## config.mk

```make
export PLATFORM = sky130hd
export DESIGN_NAME = reset_sequencer
export DESIGN_NICKNAME = d
export VERILOG_FILES = /design/src/rtl/reset_seq_pkg.sv /design/src/rtl/button_debounce.sv /design/src/rtl/reset_sequencer.sv
export SDC_FILE = /design/constraint.sdc
export NUM_CORES = 1
export LEC_CHECK = 0
export CAP_MARGIN = 20
export CORE_ASPECT_RATIO = 1.75
export CORE_UTILIZATION = 25
export CTS_CLUSTER_SIZE = 14
export DETAILED_ROUTE_END_ITERATION = 8
export MAX_ROUTING_LAYER = met4
export PLACE_DENSITY = 0.36
export SYNTH_ARGS = -nofsm -noshare
export SYNTH_HDL_FRONTEND = slang
export SYNTH_HIERARCHICAL = 1
export SYNTH_SLANG_ARGS = --single-unit
```

## constraint.sdc

```tcl
create_clock -name clk -period 3.7 [get_ports clk]
set_clock_uncertainty 0.15 [all_clocks]
set_input_delay 0.555 -clock clk [delete_from_list [all_inputs] [get_ports clk]]
set_output_delay 0.555 -clock clk [all_outputs]
set_load 0.02 [all_outputs]
```

## src/rtl/reset_seq_pkg.sv

```systemverilog
// reset_seq_pkg
// Shared types and helpers for the reset sequencer and its button front end.
//   seq_state_t   : sequencer FSM states
//   reset_cause_t : encoding of what started the most recent reset sequence
//   max_int       : larger of two integers (for sizing shared counters)
//   width_for     : bits needed to hold the values 0..n-1, never less than 1
package reset_seq_pkg;

  typedef enum logic [1:0] {
    S_HOLD     = 2'd0,
    S_WAIT_ACK = 2'd1,
    S_GAP      = 2'd2,
    S_RUN      = 2'd3
  } seq_state_t;

  typedef logic [1:0] reset_cause_t;

  localparam reset_cause_t CAUSE_SYS    = 2'd0;
  localparam reset_cause_t CAUSE_BUTTON = 2'd1;
  localparam reset_cause_t CAUSE_SOFT   = 2'd2;

  function automatic int max_int(input int a, input int b);
    return (a > b) ? a : b;
  endfunction

  function automatic int width_for(input int n);
    return (n <= 2) ? 1 : $clog2(n);
  endfunction

endpackage

```

## src/rtl/button_debounce.sv

```systemverilog
// button_debounce
// Two-flop synchroniser, stable-level debouncer and press-pulse generator for
// an active-low front-panel button.
//   clk         : fabric clock
//   reset       : synchronous, active-high
//   button_n    : raw button, active low, asynchronous to clk
//   pressed     : debounced level, 1 while the button is held
//   press_pulse : one-cycle pulse on the edge the debounced level becomes pressed
module button_debounce
  import reset_seq_pkg::*;
#(
  parameter int DEBOUNCE_CYCLES = 100000
) (
  input  logic clk,
  input  logic reset,
  input  logic button_n,
  output logic pressed,
  output logic press_pulse
);

  localparam int CNT_W = width_for(DEBOUNCE_CYCLES);

  logic             sync1_reg;
  logic             sync2_reg;
  logic             level_reg;    // debounced raw level, 1 = released
  logic [CNT_W-1:0] cnt_reg;      // consecutive samples that disagree with level_reg
  logic             pulse_reg;

  always_ff @(posedge clk) begin
    if (reset) begin
      sync1_reg <= 1'b1;
      sync2_reg <= 1'b1;
      level_reg <= 1'b1;
      cnt_reg   <= '0;
      pulse_reg <= 1'b0;
    end else begin
      sync1_reg <= button_n;
      sync2_reg <= sync1_reg;
      pulse_reg <= 1'b0;
      if (sync2_reg != level_reg) begin
        // This sample is the (cnt_reg+1)-th disagreeing one in a row.
        if (cnt_reg == CNT_W'(DEBOUNCE_CYCLES - 1)) begin
          level_reg <= sync2_reg;
          cnt_reg   <= '0;
          pulse_reg <= ~sync2_reg;
        end else begin
          cnt_reg <= cnt_reg + 1'b1;
        end
      end else begin
        // Any agreeing sample restarts the stability window.
        cnt_reg <= '0;
      end
    end
  end

  assign pressed     = ~level_reg;
  assign press_pulse = pulse_reg;

endmodule

```

## src/rtl/reset_sequencer.sv

```systemverilog
// reset_sequencer
// Releases per-subsystem active-low resets in order (stage 0 first), waiting
// for each released stage's ready acknowledge (bounded by a timeout) and a
// fixed gap before releasing the next one.
//   clk           : 10 MHz fabric clock
//   reset         : synchronous, active-high; restarts everything
//   sys_reset_n   : active-low reset from the power-on generator (synchronous)
//   but_n         : raw active-low push-button (asynchronous)
//   soft_req      : one-cycle soft-reset request
//   stage_ready   : per-stage ready; bit i only matters while waiting on stage i
//   stage_reset_n : registered active-low per-stage resets
//   all_ready     : registered, high in S_RUN
//   busy          : registered, high in every state except S_RUN
//   timeout_err   : sticky flag, set when any acknowledge times out
//   reset_cause   : what started the last sequence (sys / button / soft)
module reset_sequencer
  import reset_seq_pkg::*;
#(
  parameter int NUM_STAGES      = 3,
  parameter int STAGE_GAP       = 1000,
  parameter int DEBOUNCE_CYCLES = 100000,
  parameter int ACK_TIMEOUT     = 65535
) (
  input  logic                  clk,
  input  logic                  reset,
  input  logic                  sys_reset_n,
  input  logic                  but_n,
  input  logic                  soft_req,
  input  logic [NUM_STAGES-1:0] stage_ready,
  output logic [NUM_STAGES-1:0] stage_reset_n,
  output logic                  all_ready,
  output logic                  busy,
  output logic                  timeout_err,
  output logic [1:0]            reset_cause
);

  localparam int CNT_W = width_for(max_int(STAGE_GAP, ACK_TIMEOUT));
  localparam int IDX_W = width_for(NUM_STAGES);

  logic btn_pressed;
  logic btn_pulse;

  button_debounce #(
    .DEBOUNCE_CYCLES(DEBOUNCE_CYCLES)
  ) u_button (
    .clk        (clk),
    .reset      (reset),
    .button_n   (but_n),
    .pressed    (btn_pressed),
    .press_pulse(btn_pulse)
  );

  seq_state_t              state_reg;
  logic [CNT_W-1:0]        cnt_reg;
  logic [IDX_W-1:0]        idx_reg;
  logic [NUM_STAGES-1:0]   stage_reset_n_reg;
  logic                    all_ready_reg;
  logic                    busy_reg;
  logic                    timeout_err_reg;
  reset_cause_t            reset_cause_reg;

  logic restart;
  logic ack_now;
  logic ack_expired;

  assign restart     = ~sys_reset_n | btn_pulse | soft_req;
  assign ack_now     = stage_ready[idx_reg];
  assign ack_expired = (cnt_reg == CNT_W'(ACK_TIMEOUT - 1));

  always_ff @(posedge clk) begin
    if (reset) begin
      state_reg         <= S_HOLD;
      cnt_reg           <= '0;
      idx_reg           <= '0;
      stage_reset_n_reg <= '0;
      all_ready_reg     <= 1'b0;
      busy_reg          <= 1'b1;
      timeout_err_reg   <= 1'b0;
      reset_cause_reg   <= CAUSE_SYS;
    end else if (restart) begin
      // timeout_err deliberately survives a restart; only reset clears it.
      state_reg         <= S_HOLD;
      cnt_reg           <= '0;
      idx_reg           <= '0;
      stage_reset_n_reg <= '0;
      all_ready_reg     <= 1'b0;
      busy_reg          <= 1'b1;
      if (!sys_reset_n) begin
        reset_cause_reg <= CAUSE_SYS;
      end else if (btn_pulse) begin
        reset_cause_reg <= CAUSE_BUTTON;
      end else begin
        reset_cause_reg <= CAUSE_SOFT;
      end
    end else begin
      case (state_reg)
        S_HOLD: begin
          // The hold window only starts once the button has been let go.
          if (btn_pressed) begin
            cnt_reg <= '0;
          end else if (cnt_reg == CNT_W'(STAGE_GAP - 1)) begin
            stage_reset_n_reg[0] <= 1'b1;
            cnt_reg              <= '0;
            state_reg            <= S_WAIT_ACK;
          end else begin
            cnt_reg <= cnt_reg + 1'b1;
          end
        end

        S_WAIT_ACK: begin
          if (ack_now || ack_expired) begin
            // A timeout is flagged, then treated exactly like an acknowledge.
            if (!ack_now) begin
              timeout_err_reg <= 1'b1;
            end
            cnt_reg <= '0;
            if (idx_reg == IDX_W'(NUM_STAGES - 1)) begin
              state_reg     <= S_RUN;
              all_ready_reg <= 1'b1;
              busy_reg      <= 1'b0;
            end else begin
              idx_reg   <= idx_reg + 1'b1;
              state_reg <= S_GAP;
            end
          end else begin
            cnt_reg <= cnt_reg + 1'b1;
          end
        end

        S_GAP: begin
          if (cnt_reg == CNT_W'(STAGE_GAP - 1)) begin
            stage_reset_n_reg[idx_reg] <= 1'b1;
            cnt_reg                    <= '0;
            state_reg                  <= S_WAIT_ACK;
          end else begin
            cnt_reg <= cnt_reg + 1'b1;
          end
        end

        S_RUN: begin
          // Ready drops are ignored here; only a restart leaves S_RUN.
        end

        default: begin
          state_reg <= S_HOLD;
        end
      endcase
    end
  end

  assign stage_reset_n = stage_reset_n_reg;
  assign all_ready     = all_ready_reg;
  assign busy          = busy_reg;
  assign timeout_err   = timeout_err_reg;
  assign reset_cause   = reset_cause_reg;

endmodule

```

==> results of run 1 <==
==> worst max path at each step <==
stage                            start                        to  slack, ns  cells after the start
6_report       cnt_reg[4]$_SDFFE_PP0N_   cnt_reg[3]$_SDFFE_PP0N_       1.31                      5
3_3_place_gp            stage_ready[1]   cnt_reg[7]$_SDFFE_PP0N_       1.14                      6
5_1_grt        cnt_reg[4]$_SDFFE_PP0N_  cnt_reg[11]$_SDFFE_PP0N_       1.15                      5
2_1_floorplan  cnt_reg[4]$_SDFFE_PP0N_  cnt_reg[10]$_SDFFE_PP0N_       1.70                      5
3_5_place_dp            stage_ready[0]   cnt_reg[5]$_SDFFE_PP0N_       1.10                      6
4_1_cts        cnt_reg[4]$_SDFFE_PP0N_   cnt_reg[3]$_SDFFE_PP0N_       1.25                      5
==> report_power, final <==
part | internal (uW) | switching, uW
sequential | 530 | 2.20
combinational | 12.4 | 15.3
clock | 338 | 204
total | 880 | 222
==> worst max-delay path: cells and delay by family (launching register included) <==
kind	cells	cell delay (ns)
compound gates	2	0.54
flops	1	0.36
simple gates	3	1.21
==> kinds of logic (layout without fill, tap and decap cells) <==
family,Yosys count,count (layout)
buffers and inverters,16,34
adder cells (fa/ha/maj),11,11
multiplexers,6,6
AND/OR/NAND/NOR,132,132
flip-flops,49,49
AO/OA/AOI/OAI,27,27
XOR/XNOR,27,27
==> routing by layer <==
layer	up-vias	routed length, um	share of wire	GRT usage
met5	-	0	0	-
met4	0	102	0.017	0.04938
met3	8	95	0.016	0.02301
met2	10	3574	0.61	0.2611
met1	901	2120	0.36	0.1210
li1	981	-	-	-
==> layout make-up <==
class	count	area, um2	area share
Clock inverter	2	37.54	0.01325
Multi-Input combinational cell	203	1331	0.4698
Tap cell	120	150.1	0.05298
Inverter	10	37.54	0.01325
Clock buffer	6	138.9	0.04901
Timing Repair Buffer	16	157.7	0.05563
Sequential cell	49	980.9	0.3461
==> stage by stage <==
step             util  setup slack [ns]  hold WS, ns  power [uW]  area (um2)
2_1_floorplan       -             1.701       0.2395       556.3        2385
3_3_place_gp   0.2904             1.144       0.2579       572.8        2658
3_5_place_dp   0.2904             1.101       0.2508       572.9        2658
4_1_cts        0.3097             1.253       0.2752        1130        2834
5_1_grt        0.3097             1.147       0.2966        1148        2834
6_report       0.3097             1.307       0.2650        1101        2834
==> cells in the final DEF, fill, tap and decap left out, types with 3 or more instances in the layout <==
cell,count
dfxtp_1,49
nor2_1,43
xnor2_1,19
clkdlybuf4s50_1,15
nand2_1,14
nand4_1,14
nand3_1,13
nor3_1,12
ha_1,11
inv_1,10
o21ai_0,10
xor2_1,8
a21oi_1,7
nor4_1,7
mux2i_1,6
a31oi_1,5
clkbuf_16,5
or2_2,3
and3_1,3
and4_1,3
==> flow_summary.json, run 1 <==
{
  "status": "finished clean",
  "io_pins": 16,
  "fin_crit_ns": 2.393,
  "dp_cells": 398,
  "pwr_density_cell_nw_per_um2": 388.6,
  "synth_compound_area_frac": 0.06768,
  "p_leak_uw": 0.0009077,
  "min_to": "u_button/sync2_reg$_SDFF_PP1_",
  "crit_fanout": 10,
  "syn_to_final_growth_pct": 18.84,
  "clock.fmax_ghz": 0.4178,
  "r2r_cells": 5,
  "cts_tree": "done",
  "antenna_found_initial": 0,
  "gp_congestion": 0.7312,
  "synthTopCellsByCount": "dfxtp_1 (49), nor2_1 (43), xnor2_1 (19)",
  "yosys_warnings": 6,
  "crit_chain": "or4_4, nor4_4, o21ai_2, o21ai_2, nor2_1",
  "hold_path_class": "reg2reg",
  "synth_most_common_cell": "dfxtp_1",
  "post_drt_wl_per_cell_um": 14.51,
  "dr.pass1.iters": 4,
  "syn_nets": 287,
  "coreArea_um2": 9151,
  "largest_reg_flops": 17,
  "setup_tns_ns": 0,
  "detailed_place_hpwl_mm": 4.622,
  "rows": 46,
  "setup_viol": 0,
  "synth_cells": 268,
  "synth_top_area_frac": 0.4113,
  "ys.flop_type": "dfxtp_1",
  "fillers": 971,
  "fin_cells": 406,
  "synthSimpleGateAreaFrac": 0.3085,
  "ys_ff_latch": 49,
  "r2r_end": "cnt_reg[3]$_SDFFE_PP0N_",
  "synth-edff-count": 0,
  "grt_max_degree": 16,
  "max_stage_delay_ns": 0.56,
  "synthMuxAreaShare": 0.02518,
  "reg2reg_from": "cnt_reg[4]$_SDFFE_PP0N_",
  "finalHoldViolations": 0,
  "fp.dieW_um": 75.83,
  "path_class": "reg2reg",
  "peakVddDrop_mv": 0.1780,
  "ant_nets": 0,
  "cts_num_sinks": 49,
  "yosys.area.top_type": "dfxtp_1",
  "holdPathStages": 1,
  "drt-vias-per-instance": 4.680,
  "grt_pass1_vias": 1899,
  "crit_slowest_cell": "or4_4",
  "synth.area.top_cells": "dfxtp_1 (41%), xnor2_1 (7.0%), nor2_1 (6.8%)",
  "nets": 304,
  "arrival_ns": 2.40,
  "drive_gt1_frac": 0.08741,
  "synthXorXnorAreaFrac": 0.09916,
  "cts_root_buf": "clkbuf_16",
  "ctsResizeCount": 0,
  "cp-end-kind": "flop",
  "rrSetupSlack_ns": 1.31,
  "cts_hold_buf": 0,
  "worst_path_most_repeated_cell": "o21ai_2",
  "drc_errors": 0,
  "die_h_um": 131.2,
  "start_kind": "flop",
  "yosysSeqAreaShare": 0.4113,
  "grt-ovfl-total": 0,
  "rsz0062_at_grt": "no",
  "syn-mean-instance-area_um2": 8.898,
  "clockBufferDepth": 2,
  "n_antenna_cell": 0,
  "cts_max_level": 2,
  "vias": 1900,
  "maxCapViolCount": 0,
  "final_max_slew_viol_count": 0,
  "clkTransAtPathRegs_ns": 0.07,
  "start_util": 0.2606,
  "crit_required_ns": 3.71,
  "drtIter0Drc": 27,
  "cts_setup_buffers": 0,
  "worstHoldStart": "u_button/sync1_reg$_SDFF_PP1_",
  "post_synth_num_cell_types": 43,
  "synth_top_family_by_area": "simple AND/OR/NAND/NOR gates",
  "finalCritPeriodShare": 0.6468,
  "netlist_area_um2": 2385,
  "grt_pass1_wl_mm": 9.653,
  "worstMarginPinSlew_ns": 0.5415,
  "synth_fa_ha_area_frac": 0.05771,
  "max_slew_margin": 0.6363,
  "numCtsBuffers": 5,
  "io_buffers": 15,
  "die_area_um2": 9949,
  "wl_mm": 5.892,
  "grtUsageTotal": 0.1346,
  "ys_async_sr_fraction": 0,
  "clock_latency_ns": 0.29
}
(Power assumes the default switching activity.)
==> run 2, diff against run 1 <==
--- a/config.mk
+++ b/config.mk
@@ -11,7 +11,7 @@
 export CTS_CLUSTER_SIZE = 14
 export DETAILED_ROUTE_END_ITERATION = 8
 export MAX_ROUTING_LAYER = met4
-export PLACE_DENSITY = 0.36
+export PLACE_DENSITY = 0.38
 export SYNTH_ARGS = -nofsm -noshare
 export SYNTH_HDL_FRONTEND = slang
 export SYNTH_HIERARCHICAL = 1
==> constraint.sdc (replaced) <==
create_clock -name clk -period 2.2 [get_ports clk]
set_clock_uncertainty 0.15 [all_clocks]
set_input_delay 0.33 -clock clk [delete_from_list [all_inputs] [get_ports clk]]
set_output_delay 0.33 -clock clk [all_outputs]
set_load 0.02 [all_outputs]
==> run 2 against run 1 <==
Net effect:
- die area is the same
- sequential share of layout area decreased by 1.7 points
- critical path type unchanged
- final cell count up 4.2%
- critical endpoint is now cnt_reg[4]$_SDFFE_PP0N_
- highest routed layer unchanged
==> flow_summary.json, run 2 (synthesized netlist as in run 1, its figures left out) <==
{
  "status": "finished clean",
  "grtUsageTotal": 0.1324,
  "max_stage_delay_ns": 0.54,
  "crit_fanout": 10,
  "numCtsBuffers": 5,
  "peakVddDrop_mv": 0.4036,
  "crit_slowest_cell": "or4b_1",
  "worstMarginPinSlew_ns": 0.5337,
  "syn_to_final_growth_pct": 24.92,
  "hold_path_class": "reg2reg",
  "path_class": "reg2reg",
  "worst_path_most_repeated_cell": "o21ai_2",
  "detailed_place_hpwl_mm": 4.324,
  "crit_required_ns": 2.23,
  "fillers": 977,
  "io_buffers": 15,
  "io_pins": 16,
  "cts_max_level": 2,
  "place_area_um2": 2790,
  "vias": 1966,
  "rows": 46,
  "crit_chain": "or4b_1, nor4_4, buf_4, o21ai_2, o21ai_2, buf_12, nor2_1",
  "cts_hold_buf": 0,
  "clock_latency_ns": 0.29,
  "finalCritPeriodShare": 0.9324,
  "drtIter0Drc": 57,
  "clkTransAtPathRegs_ns": 0.06,
  "layout_commonest_cell": "dfxtp_1",
  "grt_max_degree": 16,
  "arrival_ns": 2.08,
  "drc_errors": 0,
  "p_leak_uw": 0.001019,
  "fp.dieW_um": 75.83,
  "cp-end-kind": "flop",
  "dr.pass1.iters": 4,
  "n_antenna_cell": 0,
  "final_cell_mix": "dfxtp_1 (49), nor2_1 (43), xnor2_1 (19), buf_4 (17), clkdlybuf4s50_1 (15)",
  "setup_viol": 0,
  "max_slew_margin": 0.6404,
  "fin_area_um2": 2979,
  "largest_reg_flops": 17,
  "fin_crit_ns": 2.051,
  "grt_pass1_wl_mm": 9.756,
  "grt_pass1_vias": 1996,
  "post_drt_wl_per_cell_um": 13.59,
  "start_util": 0.2606,
  "clock.fmax_ghz": 0.4875,
  "die_h_um": 131.2,
  "die_area_um2": 9949,
  "finalHoldViolations": 0,
  "cts_tree": "done",
  "drive_gt1_frac": 0.1353,
  "maxCapViolCount": 0,
  "antenna_found_initial": 0,
  "pwr_density_cell_nw_per_um2": 619.0,
  "grt-ovfl-total": 0,
  "nets": 321,
  "drt-vias-per-instance": 4.648,
  "coreArea_um2": 9151,
  "wl_mm": 5.748,
  "gp_congestion": 0.7239,
  "final_max_slew_viol_count": 0,
  "start_kind": "flop",
  "cts_num_sinks": 49,
  "clockBufferDepth": 2,
  "cts_root_buf": "clkbuf_16",
  "finish.utilization": 0.3255,
  "ant_nets": 0
}
-- run 2: cell types whose count changed in the layout (fill, tap and decap cells not counted) --
cell,before,now
clkinvlp_4,1,0
buf_4,1,17
nor4_4,1,2
nor4_2,1,0
buf_12,0,1
clkbuf_1,0,1
-- run 2: final cells by class --
cell class                      count  area [um2]  area share
Multi-Input combinational cell    203        1340      0.4498
Sequential cell                    49       980.9      0.3293
Timing Repair Buffer               33       297.8     0.09996
Tap cell                          120       150.1     0.05040
Clock buffer                        7       142.6     0.04788
Inverter                           10       37.54     0.01260
Clock inverter                      1       30.03     0.01008
-- run 2: path summary, 6_finish.rpt --
check / cells past startpoint / slack [ns] / start / endpoint
hold / removal: 1 / 0.26 / u_button/sync1_reg$_SDFF_PP1_ / u_button/sync2_reg$_SDFF_PP1_
setup reg to reg: 7 / 0.15 / cnt_reg[3]$_SDFFE_PP0N_ / cnt_reg[4]$_SDFFE_PP0N_
setup / recovery: 7 / 0.15 / cnt_reg[3]$_SDFFE_PP0N_ / cnt_reg[4]$_SDFFE_PP0N_
hold reg to reg: 1 / 0.26 / u_button/sync1_reg$_SDFF_PP1_ / u_button/sync2_reg$_SDFF_PP1_
-- run 2: repair_timing --
action,CTS,global route
buffers inserted,0,1
gates resized for setup,0,1
setup endpoints to repair,0,1
-- run 2: routing by layer --
metal,part of all wire,up-vias,track usage
li1,-,1016,-
met1,0.44,922,0.1550
met2,0.51,18,0.2139
met3,0.016,10,0.02301
met4,0.030,0,0.05967
met5,0,-,-
-- run 2: worst max-delay path, delay by kind of cell, from the launching register on --
family                 cells  cell delay (ns)
buffers and inverters      2             0.34
AOI/OAI and AO/OA          2             0.25
and+or+nand+nor            3             0.86
DFF                        1             0.36
-- run 2: report_power, final --
| part | internal, uW | switching [uW] | leakage (uW) |
|---|---|---|---|
| registers | 891 | 3.01 | 0.000395 |
| logic | 27.9 | 26.5 | 0.000540 |
| clock network | 568 | 328 | 0.0000841 |
| total | 1490 | 357 | 0.00102 |
-- run 2: through the flow --
step,worst slack [ns],power (uW),hold WS (ns),setup TNS (ns),std cells
after floorplan,0.2013,935.6,0.2395,0,268
after global placement,0.09664,970.2,0.2493,0,414
after detailed placement,0.01758,969.6,0.2489,0,414
after CTS,0.07643,1892,0.2670,0,422
after global routing,-0.007331,1916,0.2711,-0.007331,423
final,0.1487,1844,0.2610,0,423
